===== src/rtl/isqrt_pkg.sv =====
// Shared types and default widths for the sequential integer square-root unit.
// The width constants carry a DEF_ prefix so they never collide with a module's own N parameter.
package isqrt_pkg;

  typedef enum logic [1:0] {
    IDLE = 2'd0,
    CALC = 2'd1,
    DONE = 2'd2
  } state_t;

  localparam int DEF_N    = 8;
  localparam int DEF_RW   = DEF_N / 2;
  localparam int DEF_REMW = DEF_N / 2 + 1;
  localparam int DEF_WW   = DEF_N / 2 + 2;

endpackage


===== src/rtl/isqrt_step.sv =====
// One restoring iteration: brings in the next operand bit-pair and decides the next root bit.
module isqrt_step #(
  parameter int RW = 4
) (
  input  logic [RW+1:0] rem_w,
  input  logic [1:0]    pair,
  input  logic [RW-1:0] root,
  output logic [RW+1:0] rem_next,
  output logic          root_bit
);

  localparam int WW = RW + 2;

  logic [WW+1:0] cand;
  logic [WW+1:0] trial;

  // Compare at full width so the borrow is never lost. The accepted difference
  // always fits in WW bits because rem <= 2*root holds before every step.
  always_comb begin
    cand     = {rem_w, pair};
    trial    = {2'b00, root, 2'b01};
    root_bit = (cand >= trial);
    rem_next = root_bit ? (cand[WW-1:0] - trial[WW-1:0]) : cand[WW-1:0];
  end

endmodule


===== src/rtl/isqrt_8bit_seq.sv =====
// Sequential floor(sqrt(x)) with remainder; one root bit per cycle.
// Operands arrive and results leave over valid/ready handshakes.
module isqrt_8bit_seq
  import isqrt_pkg::*;
#(
  parameter int N = DEF_N
) (
  input  logic           clk,
  input  logic           rst,
  input  logic           in_valid,
  output logic           in_ready,
  input  logic [N-1:0]   x,
  output logic           out_valid,
  input  logic           out_ready,
  output logic [N/2-1:0] root,
  output logic [N/2:0]   rem
);

  localparam int RW   = N / 2;
  localparam int REMW = RW + 1;
  localparam int WW   = RW + 2;
  localparam int CW   = $clog2(RW + 1);

  state_t        state_q, state_d;
  logic [CW-1:0] cnt_q, cnt_d;
  logic [N-1:0]  op_q, op_d;
  logic [WW-1:0] rem_q, rem_d;
  logic [RW-1:0] root_q, root_d;

  logic [WW-1:0] step_rem;
  logic          step_bit;

  isqrt_step #(.RW(RW)) u_step (
    .rem_w    (rem_q),
    .pair     (op_q[N-1:N-2]),
    .root     (root_q),
    .rem_next (step_rem),
    .root_bit (step_bit)
  );

  always_ff @(posedge clk or posedge rst) begin
    if (rst) begin
      state_q <= IDLE;
      cnt_q   <= '0;
      op_q    <= '0;
      rem_q   <= '0;
      root_q  <= '0;
    end else begin
      state_q <= state_d;
      cnt_q   <= cnt_d;
      op_q    <= op_d;
      rem_q   <= rem_d;
      root_q  <= root_d;
    end
  end

  always_comb begin
    state_d = state_q;
    cnt_d   = cnt_q;
    op_d    = op_q;
    rem_d   = rem_q;
    root_d  = root_q;
    case (state_q)
      IDLE: begin
        if (in_valid) begin
          op_d    = x;
          rem_d   = '0;
          root_d  = '0;
          cnt_d   = CW'(RW - 1);
          state_d = CALC;
        end
      end
      CALC: begin
        rem_d  = step_rem;
        root_d = (root_q << 1) | RW'(step_bit);
        op_d   = op_q << 2;
        if (cnt_q == '0) begin
          state_d = DONE;
        end else begin
          cnt_d = cnt_q - CW'(1);
        end
      end
      DONE: begin
        // A result is taken and a new operand accepted on separate cycles.
        if (out_ready) begin
          state_d = IDLE;
        end
      end
      default: state_d = IDLE;
    endcase
  end

  assign in_ready  = (state_q == IDLE);
  assign out_valid = (state_q == DONE);
  assign root      = root_q;
  assign rem       = rem_q[REMW-1:0];

endmodule


===== config.mk =====
export PLATFORM = sky130hd
export DESIGN_NAME = isqrt_8bit_seq
export DESIGN_NICKNAME = d
export VERILOG_FILES = /design/src/rtl/isqrt_pkg.sv /design/src/rtl/isqrt_step.sv /design/src/rtl/isqrt_8bit_seq.sv
export SDC_FILE = /design/constraint.sdc
export NUM_CORES = 1
export LEC_CHECK = 0
export CORE_MARGIN = 3
export CORE_UTILIZATION = 52
export DETAILED_ROUTE_END_ITERATION = 16
export PLACE_DENSITY_LB_ADDON = 0.08
export SYNTH_ARGS = -nofsm -noshare
export SYNTH_HDL_FRONTEND = slang
export SYNTH_SLANG_ARGS = --single-unit

===== constraint.sdc =====
create_clock -name clk -period 2.2 [get_ports clk]
set_input_delay 0.33 -clock clk [delete_from_list [all_inputs] [get_ports clk]]
set_output_delay 0.33 -clock clk [all_outputs]
set_load 0.01 [all_outputs]

Yosys cells after proc, flatten, opt, wreduce, memory -nomap -nowiden
Index checks and enable logic that the tools add are counted.

word-level totals
  flip-flop bits (word level) = 23
  input port bits = 12
  output and inout bits = 11
  word-level logic and storage cells = 35

cells by class
  add/sub/neg operators = 2
  magnitude comparators = 1
  equal/unequal tests = 6
  multiplexer cells = 14
  bitwise gates (word level) = 1
  reduce and logical (&&, ||, !) cells = 6

operators with widths
  operator                                           count
  one-hot mux 8 bit (2 select lines)                 1
  two-way mux 6 bit                                  2
  one-hot mux 6 bit (2 select lines)                 1
  >= comparator 8 x 6 -> 1 bit                       1
  two-way mux 8 bit                                  1
  one-hot mux 4 bit (2 select lines)                 1
  two-way mux 2 bit                                  3
  two-way mux 3 bit                                  2
  != test 2 bit (second input constant)              3
  one-hot mux 2 bit (3 select lines)                 1
  one-hot mux 3 bit (2 select lines)                 1
  AND reduction 3 bit                                2
  subtractor 6 bit                                   1
  two-way mux 4 bit                                  1
  bitwise OR 4 x 1 -> 4 bit                          1
  logical NOT 3 bit                                  1
  subtractor 3 x 1 -> 3 bit (second input constant)  1
  == test 2 x 1 -> 1 bit (second input constant)     1
  == test 2 bit (second input constant)              1
  logical NOT 2 bit                                  1
  != test 2 x 1 -> 1 bit (second input constant)     1
  AND reduction 2 bit                                1
  nonzero test 2 bit                                 1

Longest topological paths before layout
Gate-level depths: netlist of run 1.

  word-level depth = 3
  depth in mapped cells = 7
  gate-level depth less buffers = 7

Modules after synthesis
From an unflattened synthesis of run 1, not the netlist that was laid out.

second synthesis, totals
  cell total of the unflattened synthesis = 139
  area, all modules = 1428.9 sq um

by module, submodules not included
  module          instances  cells an instance  area each (sq um)  seq. area each (sq um)
  isqrt_8bit_seq  1          100                1097.3             575.6
  isqrt_step      1          39                 331.6              0.0

Worst setup path before layout of run 1
OpenSTA, ideal clock, no wires.

  path kind = register to register
  from = register root_q[1] (netlist: root[1])
  to = register rem_q[1]
  library setup time = 0.121 ns
  arrival = 1.678 ns
  required time = 2.079 ns
  slack = 0.401 ns
  stages on the path, launching flop included = 8
  buffers on the path = 0
  period minus slack after synthesis = 1.799 ns
  cells stage by stage = dfrtp_1 inv_1 ha_1 a21o_1 a31oi_1 o21ai_4 mux2i_1 a22o_1

on the way
  word-level cells in the longest chain between the ends = 3

RTL lines
  element                             line                  RTL
  start: declaration                  isqrt_8bit_seq.sv:28  logic [RW-1:0] root_q, root_d;
  start signal: assignment            isqrt_8bit_seq.sv:53  root_q <= root_d;
  >= comparator 8 x 6 -> 1 bit        isqrt_step.sv:22      root_bit = (cand >= trial);
  two-way mux 6 bit                   isqrt_step.sv:23      rem_next = root_bit ? (cand[WW-1:0] - trial[WW-1:0]) : cand[WW-1:0];
  one-hot mux 6 bit (2 select lines)  isqrt_8bit_seq.sv:63  case (state_q)
  end signal: assignment              isqrt_8bit_seq.sv:52  rem_q <= rem_d;
  end: declaration                    isqrt_8bit_seq.sv:27  logic [WW-1:0] rem_q, rem_d;

No other way between the ends.
A chain may end at the register's enable or synchronous reset.

Worst setup path in the final report of run 1
  from = register state_q[1]
  to = output port out_valid

on the way
  word-level cells in the longest chain between the ends = 1

RTL lines
  element                   line                  RTL
  start: declaration        isqrt_8bit_seq.sv:24  state_t state_q, state_d;
  start signal: assignment  isqrt_8bit_seq.sv:49  state_q <= state_d;
  == test 2 bit             isqrt_8bit_seq.sv:94  assign out_valid = (state_q == DONE);
  end: declaration          isqrt_8bit_seq.sv:13  output logic out_valid,

No other way between the ends.

==> key figures, run 1 <==
Drt
  – Vias per cell: 5.538
  – First-pass DRT Iterations: 4
  – DRC: 0
  – Via Count: 1019
  – Iteration-0 DRC Markers: 14
  – Wirelength per Cell: 13.58 um
  – Total Wirelength: 2499 um
  – DRT antenna net count: 0

Clock tree
  – Clock sink count: 23
  – H-tree levels: 1
  – CTS clk-pin slew, worst paths: 0.13 ns
  – Num CTS Buffers: 3
  – CTS Buffer Depth: 2
  – Clock latency at the later pin of the worst-skew pair: 0.31 ns
  – Clk Tree Root Cell: clkbuf_4
  – CTS resizes: 0
  – Post-CTS Setup Inserts: 0
  – CTS tree: built
  – CTS Hold Buffers Added: 0

Layout
  – Post-layout nets: 177
  – Layout cells sized above 1: 6.410%
  – Diodes inserted: 0
  – Layout area overhead: 16.34%
  – Fill cells: 195

Power and ir drop
  – Leakage: 0.7305 nW
  – Peak VDD IR: 951.0 uV
  – PwrDens: 1661 nW/um^2
  – Pwr Total: 0.002618 W

Global routing
  – Number of global-route vias before repair: 1004
  – Total GRT Usage: 16.03%
  – Global-route wire length before repair: 4188 um
  – Global route overflow: 0
  – Largest net degree at the start of global routing: 24
  – Initial antenna violation count: 0

Placed design
  – Port Buf Inserts: 22
  – Final GP Congestion: 0.7864
  – Hpwl dp: 1901 um

Run status
  – Status: finished, final reports clean

Worst setup path
  – WS Path Type: register to output pin
  – Crit end category: output pin
  – R2R Path End: rem_q[1]
  – CP top delay family: buffers and inverters
  – Worst Path Required: 1.87 ns
  – Worst Path Max Fanout: 9
  – CP Launch Type: register
  – Worst-case reg-to-reg path depth: 7
  – CP max-delay cell: clkdlybuf4s50_1
  – FF-to-FF setup slack: 0.33 ns
  – Delay of the slowest critical-path stage: 0.56 ns
  – Crit path DAT: 1.57 ns
  – Buffer and inverter count on the worst path: 1
  – Origin of the critical flop-to-flop path: root[1]
  – Cell Chain, Critical Path: nor2b_1 -> clkdlybuf4s50_1

Logic synthesis
  – Synthesized flop and latch total: 23
  – Post-Syn Nets: 160
  – Unique masters post-synth: 29
  – Ys Warns: 0
  – Register area share after synthesis: 42.47%
  – Post-synthesis cell area: 1355 um^2
  – Cells after Synth: 140
  – Syn avg cell area: 9.679 um^2

Die
  – Core area: 2340 um^2
  – I/O Pins: 23
  – Die height: 57.05 um
  – # rows: 17
  – Die ar.: 3254 um^2
  – Initial Util: 57.91%
  – Die width: 57.05 um

STA
  – RSZ-0062 raised after global routing: false
  – Slew @ Worst Pin: 0.5945 ns
  – Final Hold Fails: 0
  – Tmin final: 1.896 ns
  – Slew Viols, Final: 0
  – Setup-failing EPs final: 0
  – Layout Skew: 0.007091 ns
  – Max Fclk: 527.3 MHz
  – Final critical-path share of the clock period: 86.20%
  – Max-Slew Margin vs Limit: 60.37%
  – Fin Setup TNS: 0 ns

Run
  – Max Cap Viol: 0

Min path
  – Hold/Removal Path Class: input port to async pin
## worst max path at each step
stage                     from   endpoint  slack, ns  cells past startpoint
global route        state_q[1]  out_valid       0.20                      2
global placement       root[1]   rem_q[1]       0.42                      7
detailed placement     root[1]   rem_q[1]       0.35                      7
floorplan              root[1]   rem_q[1]       0.40                      7
CTS                 state_q[1]  out_valid       0.29                      2
finish              state_q[1]  out_valid       0.30                      2
## area by class of cell
| cell class | count | area [um^2] | area share, % |
|---|---|---|---|
| Multi-Input combinational cell | 94 | 663.1 | 42.06 |
| Sequential cell | 23 | 575.6 | 36.51 |
| Clock buffer | 4 | 26.28 | 1.667 |
| Timing Repair Buffer | 24 | 235.2 | 14.92 |
| Inverter | 11 | 41.29 | 2.619 |
| Tap cell | 28 | 35.03 | 2.222 |
## cells in the mapped netlist (all sizes together)
library cell / count / share of area, %
nand3: 1 / 0.37
clkbuf: 3 / 0.92
dfrtp: 23 / 42
nand2b: 3 / 1.4
or3: 2 / 0.92
a31oi: 4 / 2.3
a22o: 3 / 1.9
nor2: 7 / 1.9
o221a: 1 / 0.83
inv: 11 / 3.0
o21a: 1 / 0.55
a2111oi: 1 / 2.0
buf: 9 / 4.6
ha: 8 / 7.4
o2bb2ai: 1 / 0.65
mux2i: 11 / 8.1
nor2b: 5 / 2.3
a21oi: 3 / 1.1
a21o: 1 / 0.55
xnor2: 3 / 1.9
o21ai: 18 / 7.5
o21bai: 1 / 0.83
nand2: 18 / 5.0
xor2: 2 / 1.3
## cell usage in the layout (no fill, tap or decap)
| cell type | synthesis | layout |
|---|---|---|
| mux2i_1 | 11 | 11 |
| o21bai_2 | 1 | 1 |
| a22o_1 | 3 | 3 |
| a31oi_2 | 1 | 1 |
| nor2_1 | 7 | 7 |
| xnor2_1 | 3 | 3 |
| nand3_1 | 1 | 1 |
| a31oi_1 | 3 | 3 |
| buf_4 | 7 | 2 |
| or3_1 | 2 | 2 |
| o21ai_1 | 3 | 3 |
| dfrtp_1 | 23 | 23 |
| a21oi_1 | 3 | 3 |
| o2bb2ai_1 | 1 | 1 |
| inv_1 | 11 | 11 |
| o21ai_4 | 1 | 1 |
| clkdlybuf4s50_1 | 0 | 22 |
| o221a_2 | 1 | 1 |
| xor2_1 | 2 | 2 |
| a2111oi_4 | 1 | 1 |
| nand2b_1 | 3 | 3 |
| a21o_1 | 1 | 1 |
| ha_1 | 8 | 8 |
| nor2b_1 | 5 | 5 |
| o21a_1 | 1 | 1 |
| clkbuf_4 | 0 | 3 |
| o21ai_0 | 14 | 14 |
| clkbuf_1 | 2 | 1 |
| nand2_1 | 18 | 18 |
## where the power goes
group	internal, W	switching (W)	leakage [nW]	total [W]
clock network	0.0000707	0.000126	0.0150	0.000197
logic	0.000798	0.000828	0.432	0.00163
registers	0.000623	0.000173	0.284	0.000796
total	0.00149	0.00113	0.731	0.00262
## registers in the layout, summed over array words and instances, names as in the netlist
register / count
op_q: 8
cnt_q: 3
root: 4
rem_q: 6
state_q: 2
## stage by stage
step / setup slack, ns / area (um^2) / util [%] / instances / hold WS (ns)
after detailed placement: 0.3543 / 1550 / 66.26 / 180 / 0.4717
after global routing: 0.1990 / 1577 / 67.38 / 184 / 0.3845
after CTS: 0.2884 / 1577 / 67.38 / 184 / 0.3591
after global placement: 0.4223 / 1550 / 66.26 / 180 / 0.4620
final: 0.3035 / 1577 / 67.38 / 184 / 0.3543
after floorplan: 0.4015 / 1355 / - / 140 / 0.3319
## tightest hold or removal path, cell delays in order
cell             delay [ns]
clkdlybuf4s50_1        0.40
inv_1                  0.05
buf_4                  0.28
## layer usage
layer	vias to the layer above	GRT usage (%)	wire length [um]
met1	501	19.12	1131
li1	501	-	-
met4	0	5.960	10
met5	-	0	0
met2	15	29.04	1283
met3	2	2.262	74
## logic make-up (layout without fill, tap and decap cells)
kind of cell / count (synthesis) / in the layout / synth area share (%)
fa+ha+maj: 8 / 8 / 7.387
simple gates: 36 / 36 / 11.91
mux: 11 / 11 / 8.126
buf+inv: 23 / 39 / 8.587
compound gates: 34 / 34 / 18.28
xor+xnor: 5 / 5 / 3.232
flops: 23 / 23 / 42.47
No activity file was read; power rests on OpenSTA's default activity.
==> run 2: changes to the inputs <==
CORE_MARGIN = 2   (was 3)
==> run 2 against run 1 <==
Net effect: clock skew about the same; cell area increased by 0.71%; clock power increased by 4%; wire length increased by 5.4%; critical endpoint unchanged.
==> key figures, run 2 (synthesis results as in run 1) <==
Power and ir drop
  – Peak VDD IR: 918.8 uV (was 951.0 uV)
  – PwrDens: 1665 nW/um^2 (was 1661 nW/um^2)
  – Pwr Total: 0.002643 W (was 0.002618 W)
  – Leakage: 0.7385 nW (was 0.7305 nW)

Clock tree
  – Clock latency at the later pin of the worst-skew pair: 0.32 ns (was 0.31 ns)
  – H-tree levels: 1 (unchanged)
  – Clk Tree Root Cell: clkbuf_4 (unchanged)
  – CTS Hold Buffers Added: 0 (unchanged)
  – Clock sink count: 23 (unchanged)
  – CTS resizes: 0 (unchanged)
  – Num CTS Buffers: 3 (unchanged)
  – Post-CTS Setup Inserts: 0 (unchanged)
  – CTS Buffer Depth: 2 (unchanged)
  – CTS clk-pin slew, worst paths: 0.14 ns (was 0.13 ns)
  – CTS tree: built (unchanged)

Layout
  – Commonest non-fill, non-tap cell in the layout: dfrtp_1 (unchanged)
  – Post-layout nets: 178 (was 177)
  – Layout cells sized above 1: 7.643% (was 6.410%)
  – Diodes inserted: 0 (unchanged)
  – Most frequent cells in the layout: dfrtp_1 (23), clkdlybuf4s50_1 (22), nand2_1 (18) (unchanged)
  – Max reg flops: 8 (unchanged)
  – Final Cell Area: 1588 um^2 (was 1577 um^2)
  – Layout area overhead: 17.17% (was 16.34%)
  – Top reg by flops: op_q (unchanged)

Worst setup path
  – Crit end category: output pin (unchanged)
  – WS Path Type: register to output pin (unchanged)
  – Cell Chain, Critical Path: nor2b_1 -> clkdlybuf4s50_1 (unchanged)
  – Worst Path Max Fanout: 9 (unchanged)
  – CP max-delay cell: clkdlybuf4s50_1 (unchanged)
  – Delay of the slowest critical-path stage: 0.56 ns (about the same)
  – Worst Path Required: 1.87 ns (about the same)
  – Crit path DAT: 1.56 ns (was 1.57 ns)
  – CP Launch Type: register (unchanged)

Global routing
  – Largest net degree at the start of global routing: 24 (unchanged)
  – Total GRT Usage: 20.05% (was 16.03%)
  – Layer with the highest usage: met2 (unchanged)
  – Number of global-route vias before repair: 959 (was 1004)
  – Initial antenna violation count: 0 (unchanged)
  – Global route overflow: 0 (unchanged)
  – M1 GR Usage: 25.04% (was 19.12%)
  – Global-route wire length before repair: 4353 um (was 4188 um)
  – M3 GR Usage: 2.419% (was 2.262%)
  – Routing usage on met2: 35.91% (was 29.04%)

STA
  – Setup-failing EPs final: 0 (unchanged)
  – RSZ-0062 raised after global routing: false (unchanged)
  – Layout Skew: 0.007079 ns (was 0.007091 ns)
  – Slew @ Worst Pin: 0.6095 ns (was 0.5945 ns)
  – Slew Viols, Final: 0 (unchanged)
  – Final critical-path share of the clock period: 86.10% (was 86.20%)
  – Max Fclk: 528.0 MHz (was 527.3 MHz)
  – Tmin final: 1.894 ns (was 1.896 ns)
  – Final Hold Fails: 0 (unchanged)
  – Max-Slew Margin vs Limit: 59.37% (was 60.37%)
  – Fin Setup TNS: 0 ns (unchanged)

Drt
  – Iteration-0 DRC Markers: 13 (was 14)
  – Total Wirelength: 2634 um (was 2499 um)
  – Via Count: 1017 (was 1019)
  – Wirelength per Cell: 14.09 um (was 13.58 um)
  – Vias per cell: 5.439 (was 5.538)
  – DRT antenna net count: 0 (unchanged)
  – DRC: 0 (unchanged)
  – First-pass DRT Iterations: 4 (unchanged)

Die
  – Die height: 55.05 um (was 57.05 um)
  – Die width: 55.05 um (was 57.05 um)
  – I/O Pins: 23 (unchanged)
  – # rows: 18 (was 17)
  – Initial Util: 54.70% (was 57.91%)
  – Die ar.: 3030 um^2 (was 3254 um^2)
  – Core area: 2477 um^2 (was 2340 um^2)

Placed design
  – Hpwl dp: 1973 um (was 1901 um)
  – Port Buf Inserts: 22 (unchanged)
  – Placement Cell Area: 1560 um^2 (was 1550 um^2)
  – Final GP Congestion: 0.7318 (was 0.7864)

Run status
  – Status: finished, final reports clean (unchanged)

Run
  – Max Cap Viol: 0 (unchanged)

Min path
  – Hold/Removal Path Class: input port to async pin (unchanged)
[run 2: cell count changes in the layout (fill, tap and decap cells not counted), sizes merged]
cell,before,now
buf,2,3
clkbuf,4,3
clkinv,0,1
[run 2: area by class of cell]
type | instances | area, um^2
well taps | 30 | 37.54
multi-input cells | 94 | 663.1
repair buffers | 25 | 242.7
clock inverters | 1 | 5.005
clock buffers | 3 | 22.52
flip-flops and latches | 23 | 575.6
inverters | 11 | 41.29
fillers | 222 | 889.6
[run 2: power breakdown]
group,internal [W],total [W],switching [W]
clock,0.0000681,0.000205,0.000137
combinational,0.000808,0.00163,0.000825
sequential,0.000623,0.000805,0.000183
total,0.00150,0.00264,0.00114
[run 2: worst max-delay path: cells and delay by family (launching register included)]
family                 cells  cell delay, ns
AND/OR/NAND/NOR            1            0.20
flip-flops                 1            0.49
buffers and inverters      1            0.56
[run 2: through the flow]
stage / utilization, % / setup slack, ns / hold slack (ns) / cells
floorplan: - / 0.4015 / 0.3319 / 140
global placement: 62.98 / 0.4062 / 0.4648 / 183
detailed placement: 62.98 / 0.3533 / 0.4743 / 183
CTS: 64.09 / 0.2836 / 0.3611 / 187
global route: 64.09 / 0.1941 / 0.4006 / 187
finish: 64.09 / 0.3059 / 0.3461 / 187
[run 2: final timing paths]
| path | depth (start not counted) | slack [ns] | startpoint | endpoint |
|---|---|---|---|---|
| min in group clk | 1 | 0.49 | cnt_q[0] | cnt_q[0] |
| min | 3 | 0.35 | rst | rem_q[5] |
| max | 2 | 0.31 | state_q[1] | out_valid |
| max reg2reg | 6 | 0.33 | rem_q[1] | rem_q[1] |
| min reg2reg | 1 | 0.49 | cnt_q[0] | cnt_q[0] |
| max in group asynchronous | 3 | 1.62 | rst | state_q[1] |
[run 2: per-layer routing]
layer	vias to the layer above	share of wire, %
li1	503	-
met1	492	45
met2	20	51
met3	2	3.4
met4	0	0.72
met5	-	0
